$ cat config.mk
export PLATFORM = sky130hd
export DESIGN_NAME = stonet_block_sequencer_flat
export DESIGN_NICKNAME = d
export VERILOG_FILES = /design/src/rtl/stonet_pkg.sv /design/src/rtl/stonet_block_sequencer_if.sv /design/src/rtl/stonet_block_sequencer.sv /design/src/flat_wrapper.sv
export SDC_FILE = /design/constraint.sdc
export NUM_CORES = 1
export LEC_CHECK = 0
export CORE_AREA = 2 2 74 130
export DETAILED_ROUTE_END_ITERATION = 10
export DIE_AREA = 0 0 76 132
export PLACE_DENSITY = 0.71
export SYNTH_ARGS = -nofsm -noshare
export SYNTH_HDL_FRONTEND = slang
export SYNTH_SLANG_ARGS = --single-unit
$ cat constraint.sdc
create_clock -name clk -period 3.51 [get_ports clk]
set_input_delay 0.351 -clock clk [delete_from_list [all_inputs] [get_ports clk]]
set_output_delay 0.351 -clock clk [all_outputs]
set_load 0.03 [all_outputs]
$ cat src/rtl/stonet_pkg.sv
// Shared definitions for the stonet hidden-layer control path: FSM states,
// default layer geometry and the idle feedback address.
package stonet_pkg;

  localparam int unsigned N_ACC_DEF     = 128;
  localparam int unsigned DRAIN_CYC_DEF = 4;
  localparam int unsigned SPIKE_CYC_DEF = 3;
  localparam int unsigned N_OUT_DEF     = 10;
  localparam int unsigned AW_DEF        = 7;
  localparam int unsigned NB_W          = 16;
  localparam int unsigned VEC_W         = 10;
  localparam int unsigned OA_W          = 4;

  // Feedback address the neuron decodes as "weight 0"
  localparam logic [OA_W-1:0] OUTADDR_IDLE = 4'hF;

  typedef enum logic [2:0] {
    IDLE,
    ACCUM,
    DRAIN,
    SPIKE,
    FEEDBACK,
    COMMIT
  } state_t;

  function automatic int unsigned max4(input int unsigned a, input int unsigned b,
                                       input int unsigned c, input int unsigned d);
    int unsigned m;
    m = a;
    if (b > m) m = b;
    if (c > m) m = c;
    if (d > m) m = d;
    return m;
  endfunction

endpackage

$ cat src/rtl/stonet_block_sequencer_if.sv
// Neuron-array / weight-memory control bus driven by the block sequencer.
interface stonet_block_sequencer_if #(
  parameter int unsigned AW = stonet_pkg::AW_DEF
);
  import stonet_pkg::*;

  logic             w_rd_en;
  logic [AW-1:0]    w_addr;
  logic             gen_spike;
  logic             new_block;
  logic             train;
  logic [OA_W-1:0]  outaddr;
  logic             errspikes;
  logic             truespikes;
  logic [VEC_W-1:0] err_vec;
  logic [VEC_W-1:0] true_vec;

  modport master (
    output w_rd_en, w_addr, gen_spike, new_block, train, outaddr, errspikes, truespikes,
    input  err_vec, true_vec
  );

  modport slave (
    input  w_rd_en, w_addr, gen_spike, new_block, train, outaddr, errspikes, truespikes,
    output err_vec, true_vec
  );

endinterface

$ cat src/rtl/stonet_block_sequencer.sv
// Per-layer block scheduler: accumulate, drain, spike, feedback, commit for each
// image block. Outputs are registered from the next state, so they line up with it.
module stonet_block_sequencer
  import stonet_pkg::*;
#(
  parameter int unsigned N_ACC     = N_ACC_DEF,
  parameter int unsigned DRAIN_CYC = DRAIN_CYC_DEF,
  parameter int unsigned SPIKE_CYC = SPIKE_CYC_DEF,
  parameter int unsigned N_OUT     = N_OUT_DEF,
  parameter int unsigned AW        = AW_DEF
) (
  input  logic                 clk,
  input  logic                 resetn,
  input  logic                 start,
  input  logic [NB_W-1:0]      num_blocks,
  input  logic                 train_mode,
  input  logic                 abort,
  output logic                 busy,
  output logic                 done,
  stonet_block_sequencer_if.master bus
);

  localparam int unsigned PH_MAX = max4(N_ACC, DRAIN_CYC, SPIKE_CYC, N_OUT);
  localparam int unsigned CW     = (PH_MAX > 1) ? $clog2(PH_MAX) : 1;
  localparam int unsigned NBX_W  = NB_W + 1;

  state_t           state, nstate;
  logic [CW-1:0]    cnt, ncnt;
  logic [NB_W-1:0]  blk_cnt, nblk;
  logic             end_q, n_end, n_done, last;
  logic [VEC_W-1:0] err_sh, true_sh, err_src, true_src;
  logic [OA_W-1:0]  fb_idx;

  // Wide compare so a count of 16'hFFFF never depends on wrap-around
  assign last     = (NBX_W'(blk_cnt) + NBX_W'(1)) == NBX_W'(nblk);
  assign err_src  = (state == FEEDBACK) ? err_sh  : bus.err_vec;
  assign true_src = (state == FEEDBACK) ? true_sh : bus.true_vec;
  assign fb_idx   = OA_W'(ncnt);

  always_comb begin
    nstate = state;
    ncnt   = cnt + CW'(1);
    n_end  = end_q;
    n_done = 1'b0;
    unique case (state)
      IDLE: begin
        ncnt  = '0;
        n_end = 1'b0;
        if (start) nstate = ACCUM;
      end
      ACCUM:    if (cnt == CW'(N_ACC - 1))     begin nstate = DRAIN;    ncnt = '0; end
      DRAIN:    if (cnt == CW'(DRAIN_CYC - 1)) begin nstate = SPIKE;    ncnt = '0; end
      SPIKE:    if (cnt == CW'(SPIKE_CYC - 1)) begin nstate = FEEDBACK; ncnt = '0; end
      FEEDBACK: if (cnt == CW'(N_OUT - 1)) begin
        nstate = COMMIT;
        ncnt   = '0;
        n_end  = last;
        n_done = last;
      end
      COMMIT: begin
        ncnt   = '0;
        nstate = end_q ? IDLE : ACCUM;
      end
      default: begin
        nstate = IDLE;
        ncnt   = '0;
      end
    endcase
    // Abort forces a clearing commit; a commit already in progress just ends the run
    if (abort && (state != IDLE)) begin
      ncnt   = '0;
      n_done = 1'b0;
      if (state == COMMIT) begin
        nstate = IDLE;
      end else begin
        nstate = COMMIT;
        n_end  = 1'b1;
      end
    end
  end

  always_ff @(posedge clk) begin
    if (!resetn) begin
      state          <= IDLE;
      cnt            <= '0;
      blk_cnt        <= '0;
      nblk           <= '0;
      end_q          <= 1'b0;
      err_sh         <= '0;
      true_sh        <= '0;
      busy           <= 1'b0;
      done           <= 1'b0;
      bus.w_rd_en    <= 1'b0;
      bus.w_addr     <= '0;
      bus.gen_spike  <= 1'b0;
      bus.new_block  <= 1'b0;
      bus.train      <= 1'b0;
      bus.outaddr    <= OUTADDR_IDLE;
      bus.errspikes  <= 1'b0;
      bus.truespikes <= 1'b0;
    end else begin
      state <= nstate;
      cnt   <= ncnt;
      end_q <= n_end;
      if ((state == IDLE) && start) begin
        blk_cnt <= '0;
        nblk    <= (num_blocks == '0) ? NB_W'(1) : num_blocks;
      end else if ((state == FEEDBACK) && (nstate == COMMIT) && !abort) begin
        blk_cnt <= blk_cnt + NB_W'(1);
      end
      if ((state == SPIKE) && (nstate == FEEDBACK)) begin
        err_sh  <= bus.err_vec;
        true_sh <= bus.true_vec;
      end
      busy           <= (nstate != IDLE);
      done           <= n_done;
      bus.w_rd_en    <= (nstate == ACCUM);
      bus.w_addr     <= (nstate == ACCUM) ? AW'(ncnt) : '0;
      bus.gen_spike  <= (nstate == SPIKE);
      bus.new_block  <= (nstate == COMMIT);
      bus.train      <= (nstate == IDLE) ? 1'b0 : ((state == IDLE) ? train_mode : bus.train);
      bus.outaddr    <= (nstate == FEEDBACK) ? OA_W'(ncnt) : OUTADDR_IDLE;
      bus.errspikes  <= (nstate == FEEDBACK) && err_src[fb_idx];
      bus.truespikes <= (nstate == FEEDBACK) && true_src[fb_idx];
    end
  end

endmodule

$ cat src/flat_wrapper.sv
// flat-port wrapper written by rule: the top's interface ports become plain ports
module stonet_block_sequencer_flat import stonet_pkg::*;
#(
  parameter int unsigned N_ACC     = N_ACC_DEF,
  parameter int unsigned DRAIN_CYC = DRAIN_CYC_DEF,
  parameter int unsigned SPIKE_CYC = SPIKE_CYC_DEF,
  parameter int unsigned N_OUT     = N_OUT_DEF,
  parameter int unsigned AW        = AW_DEF
)
  (clk, resetn, start, num_blocks, train_mode, abort, busy, done, bus_w_rd_en, bus_w_addr, bus_gen_spike, bus_new_block, bus_train, bus_outaddr, bus_errspikes, bus_truespikes, bus_err_vec, bus_true_vec);
  stonet_block_sequencer_if #(.AW(AW)) bus_i ();
  input  logic clk;
  input  logic resetn;
  input  logic start;
  input  logic [NB_W-1:0] num_blocks;
  input  logic train_mode;
  input  logic abort;
  output logic busy;
  output logic done;
  output wire logic [$bits(bus_i.w_rd_en)-1:0] bus_w_rd_en;
  output wire logic [$bits(bus_i.w_addr)-1:0] bus_w_addr;
  output wire logic [$bits(bus_i.gen_spike)-1:0] bus_gen_spike;
  output wire logic [$bits(bus_i.new_block)-1:0] bus_new_block;
  output wire logic [$bits(bus_i.train)-1:0] bus_train;
  output wire logic [$bits(bus_i.outaddr)-1:0] bus_outaddr;
  output wire logic [$bits(bus_i.errspikes)-1:0] bus_errspikes;
  output wire logic [$bits(bus_i.truespikes)-1:0] bus_truespikes;
  input wire logic [$bits(bus_i.err_vec)-1:0] bus_err_vec;
  input wire logic [$bits(bus_i.true_vec)-1:0] bus_true_vec;
  assign bus_w_rd_en = bus_i.w_rd_en;
  assign bus_w_addr = bus_i.w_addr;
  assign bus_gen_spike = bus_i.gen_spike;
  assign bus_new_block = bus_i.new_block;
  assign bus_train = bus_i.train;
  assign bus_outaddr = bus_i.outaddr;
  assign bus_errspikes = bus_i.errspikes;
  assign bus_truespikes = bus_i.truespikes;
  assign bus_i.err_vec = bus_err_vec;
  assign bus_i.true_vec = bus_true_vec;
  stonet_block_sequencer #(.N_ACC(N_ACC), .DRAIN_CYC(DRAIN_CYC), .SPIKE_CYC(SPIKE_CYC), .N_OUT(N_OUT), .AW(AW)) u_core (.clk(clk), .resetn(resetn), .start(start), .num_blocks(num_blocks), .train_mode(train_mode), .abort(abort), .busy(busy), .done(done), .bus(bus_i));
endmodule
# --- Word level (Yosys, flattened, before mapping) ---
# Index checks and enable logic that the tools add are counted.
word_totals:
  regBits: 82
  latchBits: 0
  mem_bits_rw: 0
  rom_bits: 0
  output_inout_bits: 19
  n_memories: 0
classes:
  n_addsub: 3
  n_mul: 0
  div_mod_pow: 0
  order_cmp: 1
  n_eq_ne: 14
  shifts: 0
  mux: 26
  bitwise: 3
  reduce_logical: 18
op_table:
  columns: ["op", "count"]
  rows:
  - ["7-bit 2-to-1 mux", 5]
  - ["7-bit one-hot mux with 4 select lines", 1]
  - ["3-bit 2-to-1 mux", 7]
  - ["10-bit 2-to-1 mux", 2]
  - ["3-bit one-hot mux with 6 select lines", 1]
  - ["16-bit by 1-bit adder with 17-bit output (second input constant)", 1]
  - ["17-bit by 16-bit equality test with 1-bit output", 1]
  - ["16-bit by 1-bit adder with 16-bit output (second input constant)", 1]
  - ["16-bit zero test", 1]
  - ["16-bit 2-to-1 mux", 1]
  - ["7-bit by 2-bit equality test with 1-bit output (second input constant)", 2]
  - ["3-bit equality test (second input constant)", 4]
  - ["3-bit by 2-bit equality test with 1-bit output (second input constant)", 3]
  - ["1-bit binary-select mux with 4-bit select", 2]
  - ["7-bit by 1-bit adder with 7-bit output (second input constant)", 1]
  - ["7-bit by 4-bit equality test with 1-bit output (second input constant)", 1]
  - ["7-bit equality test (second input constant)", 1]
  - ["1-bit logical AND", 7]
  - ["3-bit by 1-bit equality test with 1-bit output (second input constant)", 2]
  - ["3-bit zero test", 2]
  - ["1-bit 2-to-1 mux", 6]
  - ["3-bit nonzero test", 2]
  - ["4-bit by 5-bit less-than comparator with 1-bit output (second input constant)", 1]
  - ["2-bit AND reduction", 2]
  - ["5 further kinds", 8]

# --- Logic depth before layout (Yosys ltp) ---
# Gate-level depths: netlist of the first run.
logic_depth:
  word_depth: 7
  depth_mapped: 12

# --- Worst setup path after synthesis of the first run ---
# Ideal clock, no wire load.
synth_timing:
  path_kind: "reg2reg"
  startpoint: "register u_core.cnt[2]"
  endpoint: "register u_core.blk_cnt[11]"
  t_arrival_ns: 2.421
  slack_ns: 0.962
  path_stages_with_launch: 12
  synth_period_minus_slack_ns: 2.548
  cell_sequence: "dfxtp_1 -> or4_1 -> buf_2 -> o311ai_1 -> o211ai_1 -> a32oi_2 -> and4b_1 -> buf_4 -> buf_6 -> nand2_1 -> xnor2_1 -> nor2_1"
synth_between:
  elab_chain_cells: 7
  elab_cells_between_ends: 13
synth_lines:
  columns: ["item", "line_no", "source"]
  rows:
  - ["start, declared", "stonet_block_sequencer.sv:28", "logic [CW-1:0] cnt, ncnt;"]
  - ["start signal, assigned", "stonet_block_sequencer.sv:103", "cnt <= ncnt;"]
  - ["7-bit by 4-bit equality test with 1-bit output (tied with other cells)", "stonet_block_sequencer.sv:54", "FEEDBACK: if (cnt == CW'(N_OUT - 1)) begin"]
  - ["3-bit 2-to-1 mux (on tied branches)", null, null]
  - ["3-bit one-hot mux with 6 select lines (*)", "stonet_block_sequencer.sv:45", "unique case (state)"]
  - ["3-bit 2-to-1 mux (*)", "stonet_block_sequencer.sv:70", "if (abort && (state != IDLE)) begin"]
  - ["3-bit equality test (*)", "stonet_block_sequencer.sv:108", "end else if ((state == FEEDBACK) && (nstate == COMMIT) && !abort) begin"]
  - ["1-bit logical AND (*) (2 in a row)", "stonet_block_sequencer.sv:108", null]
  - ["end signal, assigned", "stonet_block_sequencer.sv:109", "blk_cnt <= blk_cnt + NB_W'(1);"]
  - ["end, declared", "stonet_block_sequencer.sv:29", "logic [NB_W-1:0] blk_cnt, nblk;"]
# Mark *: on every way between the ends. The rest lies on a longest branch, timed or not.
# A chain may end at the register's enable or synchronous reset.

# --- Final worst setup path of the first run ---
layout_timing:
  startpoint: "register u_core.cnt[2]"
  endpoint: "register u_core.err_sh[9]"
layout_between:
  elab_chain_cells: 6
  elab_cells_between_ends: 12
layout_lines:
  columns: ["item", "line_no", "source"]
  rows:
  - ["7-bit by 4-bit equality test with 1-bit output (tied with other cells)", "stonet_block_sequencer.sv:54", null]
  - ["3-bit 2-to-1 mux (on tied branches)", null, null]
  - ["3-bit one-hot mux with 6 select lines (*)", "stonet_block_sequencer.sv:45", null]
  - ["3-bit 2-to-1 mux (*)", "stonet_block_sequencer.sv:70", null]
  - ["3-bit equality test (*)", "stonet_block_sequencer.sv:111", "if ((state == SPIKE) && (nstate == FEEDBACK)) begin"]
  - ["1-bit logical AND (*)", "stonet_block_sequencer.sv:111", null]
  - ["end signal, assigned", "stonet_block_sequencer.sv:112", "err_sh <= bus.err_vec;"]
  - ["end, declared", "stonet_block_sequencer.sv:31", "logic [VEC_W-1:0] err_sh, true_sh, err_src, true_src;"]
# Marked as above.

==> results.cfg, run 1 <==
[status]
outcome = finished clean

[critical_path]
critPathBufInv = 1
startpoint = u_core.cnt[2]
critical_path.cell_chain = or4_1, o31a_1, o21ai_1, a32oi_2, nor4b_4, buf_4, mux2i_1, nor2_1
cp_slowest_cell = or4_1
cp.arrival_ps = 3090
cpPeakStageDelay_ps = 690
r2r_slack_ps = 650
cp-start-kind = flop
cp.depth = 8
end_kind = flop
crit_required_ps = 3740
critPathTopFamily = simple AND/OR/NAND/NOR gates
reg2reg_to = u_core.err_sh[9]
critical_path_class = reg -> reg
reg2regPathDepth = 8
crit_fanout = 20
reg2reg_from = u_core.cnt[2]

[timing]
fin_setup_tns_ps = 0
maxSlewHeadroom = 0.498
worstMarginPinSlew_ps = 747
slew_violations = 0
rsz0062_at_grt = false
fmax_mhz = 349
period_share = 0.815
setup_slack_ps = 648
hold_violations = 0
finClkSkew_ps = 6.54
min_period_ps = 2860
finalSetupViolations = 0

[floorplanning]
core_area_um2 = 8920
dieHeight_um = 132
core.rowCount = 46
die_area_um2 = 10000
die_x_um = 76
start_util = 0.444
num_io_pins = 60

[detailed_routing]
drtAntennaViolNets = 0
vias = 3304
firstDrtPassIters = 4
post_drt_wl_per_cell_um = 15.2
drt_iter0_markers = 224
drt_wl_total_mm = 9.51
routed_via_density = 5.29
drc_errors = 0

[cts]
clock_path_buffers = 2
htree_levels = 3
cts_num_sinks = 82
cts_hold_buf = 0
cts_resized = 0
clkTransAtPathRegs_ps = 60
cts-root-buf = clkbuf_16
post_cts_buffers = 0
insertion_delay_ps = 350
cts_tree = yes
numCtsBuffers = 9

[final_layout]
diodes = 0
areaGrowthSynthToFinish_pct = 25.1
drive_gt1_frac = 0.0714
fin_nets = 544
final_util = 0.555

[grt]
grt_max_degree = 26
grt_usage = 0.202
grt_pass1_vias = 3507
grt_overflow = 0
grt_antenna_before_repair = 0
grt_pass1_wl_mm = 16.1

[synthesis]
synth_warnings = 0
syn-cell-area_um2 = 3960
netlist_instances = 446
synth_edf_count = 0
synth_largest_type_area_fraction = 0.415
syn_area_per_cell_um2 = 8.88
synth_most_common_cell = dfxtp_1
synthTopCellsByArea = dfxtp_1, mux2i_1, nor2_1
seq_area_frac_synth = 0.415
synth_fp_nets = 491
synth-main-ff-cell = dfxtp_1
ys_top_cells_by_count = dfxtp_1, nor2_1, nand2_1
synth.distinct_cells = 56
synthArstFlopShare = 0
ys_seq_elements = 82
synth_top_area_cell = dfxtp_1

[min_path]
hold-path-cell-count = 2
hold_path.startpoint = u_core.bus.train
hold_path_class = reg -> reg
whs_endpoint = u_core.bus.train

[placement]
io_buffers = 59
dp_slack_ps = 681
place_congestion = 0.844
dp_hpwl_mm = 7.24

[power_and_ir_drop]
p_per_area_nw_per_um2 = 443
peakVddDrop_uv = 283
leakage_nw = 1.88

[job]
maxCapViolCount = 0
## metal layers
| metal | up-vias | GRT usage | wire (um) | share of wire |
|---|---|---|---|---|
| met3 | 25 | 0.0404 | 253 | 0.027 |
| met2 | 66 | 0.401 | 5510 | 0.58 |
| li1 | 1652 | - | - | - |
| met1 | 1561 | 0.186 | 3400 | 0.36 |
| met4 | 0 | 0.115 | 352 | 0.037 |
| met5 | - | 0 | 0 | 0 |
## cells by family after synthesis
logic type	count (synthesis)	synth area share
simple gates	179	0.210
flops	82	0.415
compound gates	53	0.103
xor+xnor	44	0.0973
mux	43	0.119
buf+inv	41	0.0442
fa+ha+maj	4	0.0126
## per-stage QoR
step                cell area [um^2]  hold slack, ps  cells  power (mW)
floorplan                       3960             455    446        1.15
global placement                4650             455    608        1.26
detailed placement              4650             474    608        1.26
CTS                             4950             483    624        2.22
global route                    4950             497    624        2.28
finish                          4950             472    624        2.20
## final cells by class
| cell class | count | area (um^2) |
|---|---|---|
| clock inverter | 7 | 78.8 |
| fill | 818 | 3970 |
| inverter | 17 | 63.8 |
| sequential | 82 | 1640 |
| clock buffer | 9 | 225 |
| tap | 120 | 150 |
| timing repair buffer | 66 | 643 |
| multi-input combinational | 323 | 2150 |
## worst max path at each step
stage	to
after global routing	u_core.bus.truespikes
final	u_core.err_sh[9]
after detailed placement	u_core.true_sh[5]
after CTS	u_core.err_sh[9]
after floorplan	u_core.blk_cnt[11]
after global placement	u_core.blk_cnt[15]
## layout by cell type, fill, tap and decap left out, drive strengths merged, types with 3 or more instances in the layout
cell type | Yosys | routed
a21oi | 5 | 5
a22o | 11 | 11
a31oi | 3 | 3
and2 | 4 | 4
and3 | 4 | 4
buf | 7 | 7
clkbuf | 17 | 9
clkdlybuf4s50 | 0 | 59
clkinv | 0 | 3
dfxtp | 82 | 82
ha | 4 | 4
inv | 17 | 18
mux2i | 38 | 38
mux4 | 3 | 3
nand2 | 47 | 47
nand2b | 5 | 5
nand3 | 14 | 14
nand4 | 9 | 9
nor2 | 66 | 66
nor2b | 4 | 4
nor3 | 10 | 10
nor4 | 6 | 6
o21ai | 8 | 8
o31ai | 3 | 3
or2 | 3 | 3
xnor2 | 22 | 22
xor2 | 22 | 22
## sequential cells by signal, indices dropped and copies added (netlist names)
name,count
u_core.bus.w_addr,7
u_core.bus.gen_spike,1
u_core.bus.errspikes,1
u_core.state,3
u_core.blk_cnt,16
u_core.end_q,1
u_core.busy,1
u_core.err_sh,10
u_core.cnt,7
u_core.bus.train,1
u_core.bus.new_block,1
u_core.true_sh,10
u_core.done,1
u_core.nblk,16
u_core.bus.outaddr,4
u_core.bus.truespikes,1
u_core.bus.w_rd_en,1
## worst register-to-register path: cells and delay by family, from the launching register on
family                 cells  cell delay (ps)
buffers and inverters      1              380
flip-flops                 1              360
multiplexers               1              260
AO/OA/AOI/OAI              3              700
AND/OR/NAND/NOR            3             1050
## power by group
| group | switching, mW | internal [mW] | total [mW] |
|---|---|---|---|
| Sequential | 0.0222 | 0.956 | 0.979 |
| Clock | 0.399 | 0.556 | 0.955 |
| Combinational | 0.136 | 0.125 | 0.262 |
Note: power is estimated with default switching activity, not from simulation.
==> run 2, diff against run 1 <==
--- a/config.mk
+++ b/config.mk
@@ -8,7 +8,7 @@
 export CORE_AREA = 2 2 74 130
 export DETAILED_ROUTE_END_ITERATION = 10
 export DIE_AREA = 0 0 76 132
-export PLACE_DENSITY = 0.71
+export PLACE_DENSITY = 0.74
 export SYNTH_ARGS = -nofsm -noshare
 export SYNTH_HDL_FRONTEND = slang
 export SYNTH_SLANG_ARGS = --single-unit
==> constraint.sdc (replaced) <==
create_clock -name clk -period 2.5 [get_ports clk]
set_input_delay 0.25 -clock clk [delete_from_list [all_inputs] [get_ports clk]]
set_output_delay 0.25 -clock clk [all_outputs]
set_load 0.03 [all_outputs]
==> run 2 against run 1 <==
The run now ends with negative setup slack left; via count rose by 9.6%; register-to-register slack got worse by 700 ps; count of clock-buffer cells in the layout rose by 1; cell area rose by 9.8%; sequential cell count did not move; non-clock buffer count rose by 47; final cell count rose by 7.4%; combinational power rose by 72%; clock power rose by 26%; setup slack got worse by 700 ps; sequential power rose by 40%; core utilization rose by 5.4 points; critical path type unchanged.
==> results.cfg, run 2 (synthesis gave the netlist of run 1 again) <==
[placement]
dp_cells = 647
placed_area_um2 = 4990
io_buffers = 59
place_congestion = 0.899
dp_hpwl_mm = 7.93

[detailed_routing]
firstDrtPassIters = 4
drt_iter0_markers = 185
drtAntennaViolNets = 0
post_drt_wl_per_cell_um = 15.6
vias = 3620
routed_via_density = 5.40
drc_errors = 0
drt_wl_total_mm = 10.5

[floorplanning]
num_io_pins = 60
core_area_um2 = 8920
dieHeight_um = 132
die_x_um = 76
core.rowCount = 46
die_area_um2 = 10000
start_util = 0.444

[min_path]
hold_path.startpoint = u_core.bus.train
hold_path_class = reg -> reg

[final_layout]
fin_nets = 592
final_cells = 670
seq_area_um2 = 1650
reg_top3 = u_core.blk_cnt (16), u_core.nblk (16)
final_area_um2 = 5440
n_fill_cell = 758
diodes = 0
final_util = 0.610
drive_gt1_frac = 0.171
final_common_cell = dfxtp_1
multi_input_area_um2 = 2230
areaGrowthSynthToFinish_pct = 37.4
final_cell_mix = dfxtp_1, nor2_1, clkdlybuf4s50_1, nand2_1, buf_4

[grt]
grt_max_degree = 26
grt_pass1_wl_mm = 16.9
grt_pass1_vias = 3733
grt_overflow = 0
grt_antenna_before_repair = 0
grt_usage = 0.213

[critical_path]
r2r_slack_ps = -50
crit_required_ps = 2730
startpoint = u_core.cnt[6]
cp-start-kind = flop
critical_path_class = reg -> reg
end_kind = flop
cp.arrival_ps = 2780
crit_fanout = 5
reg2reg_from = u_core.cnt[6]

[cts]
numCtsBuffers = 9
clkTransAtPathRegs_ps = 60
cts-root-buf = clkbuf_16
insertion_delay_ps = 340
clock_path_buffers = 2
htree_levels = 3
cts_num_sinks = 82
cts_hold_buf = 0
cts_tree = yes

[timing]
hold_slack_ps = 465
period_share = 1.02
rsz0062_at_grt = true
finalSetupViolations = 26
setup_slack_ps = -47.9
slew_violations = 0
maxSlewHeadroom = 0.533
worstMarginPinSlew_ps = 692
fin_setup_tns_ps = -715
min_period_ps = 2550
finClkSkew_ps = 7.79
fmax_mhz = 392
hold_violations = 0

[status]
violations = negative setup slack
outcome = finished, violations left

[power_and_ir_drop]
p_per_area_nw_per_um2 = 556
peakVddDrop_uv = 562
leakage_nw = 2.12

[job]
maxCapViolCount = 0
==> run 2: changes by cell type in the layout (fill, tap and decap cells not counted), sizes merged <==
cell    delta
buf       +45
clkbuf     +3
clkinv     -2
bufinv     -1
or4        +1
==> run 2: per-stage QoR <==
step	power, mW	setup slack, ps
after global placement	1.82	-144
final	3.02	-47.9
after CTS	3.03	-5.62
after floorplan	1.62	-7.75
after detailed placement	1.83	-195
after global routing	3.13	-169
==> run 2: routing by layer <==
metal	part of all wire	vias up	track usage
li1	-	1735	-
met1	0.35	1747	0.200
met2	0.57	98	0.408
met3	0.033	40	0.0397
met4	0.048	0	0.142
met5	0	-	0
==> run 2: timing repair <==
item	CTS	global route
hold endpoints to repair	0	0
setup buffers	1	4
gates cloned	0	4
endpoints found under the setup margin	38	42
resized for setup	8	12
pin swaps	5	12
==> run 2: final cells by class <==
class                   instances  area share
flip-flops and latches         82       0.302
clock buffers                  10      0.0439
multi-input cells             324       0.411
repair buffers                113       0.198
clock inverters                 4     0.00529
inverters                      17      0.0117
well taps                     120      0.0276
==> run 2: power breakdown <==
group          switching [mW]  leakage (nW)  internal (mW)
registers              0.0262         0.666           1.34
logic                   0.223          1.33          0.227
clock network           0.514         0.127          0.689
total                   0.763          2.12           2.26
==> run 2: worst max-delay path, stage by stage, from the launching register on <==
cell and delay [ps]:
dfxtp_1 340, or4_4 570, o31a_1 280, o21ai_2 180, a32oi_2 170, nor4b_4 290
buf_6 190, clkbuf_16 160, mux2i_1 190, nor2_1 50
==> run 2: final timing paths <==
kind | end | cells after the start
setup / recovery | u_core.true_sh[8] | 9
hold / removal | u_core.bus.train | 2
setup reg to reg | u_core.true_sh[8] | 9
hold reg to reg | u_core.bus.train | 2
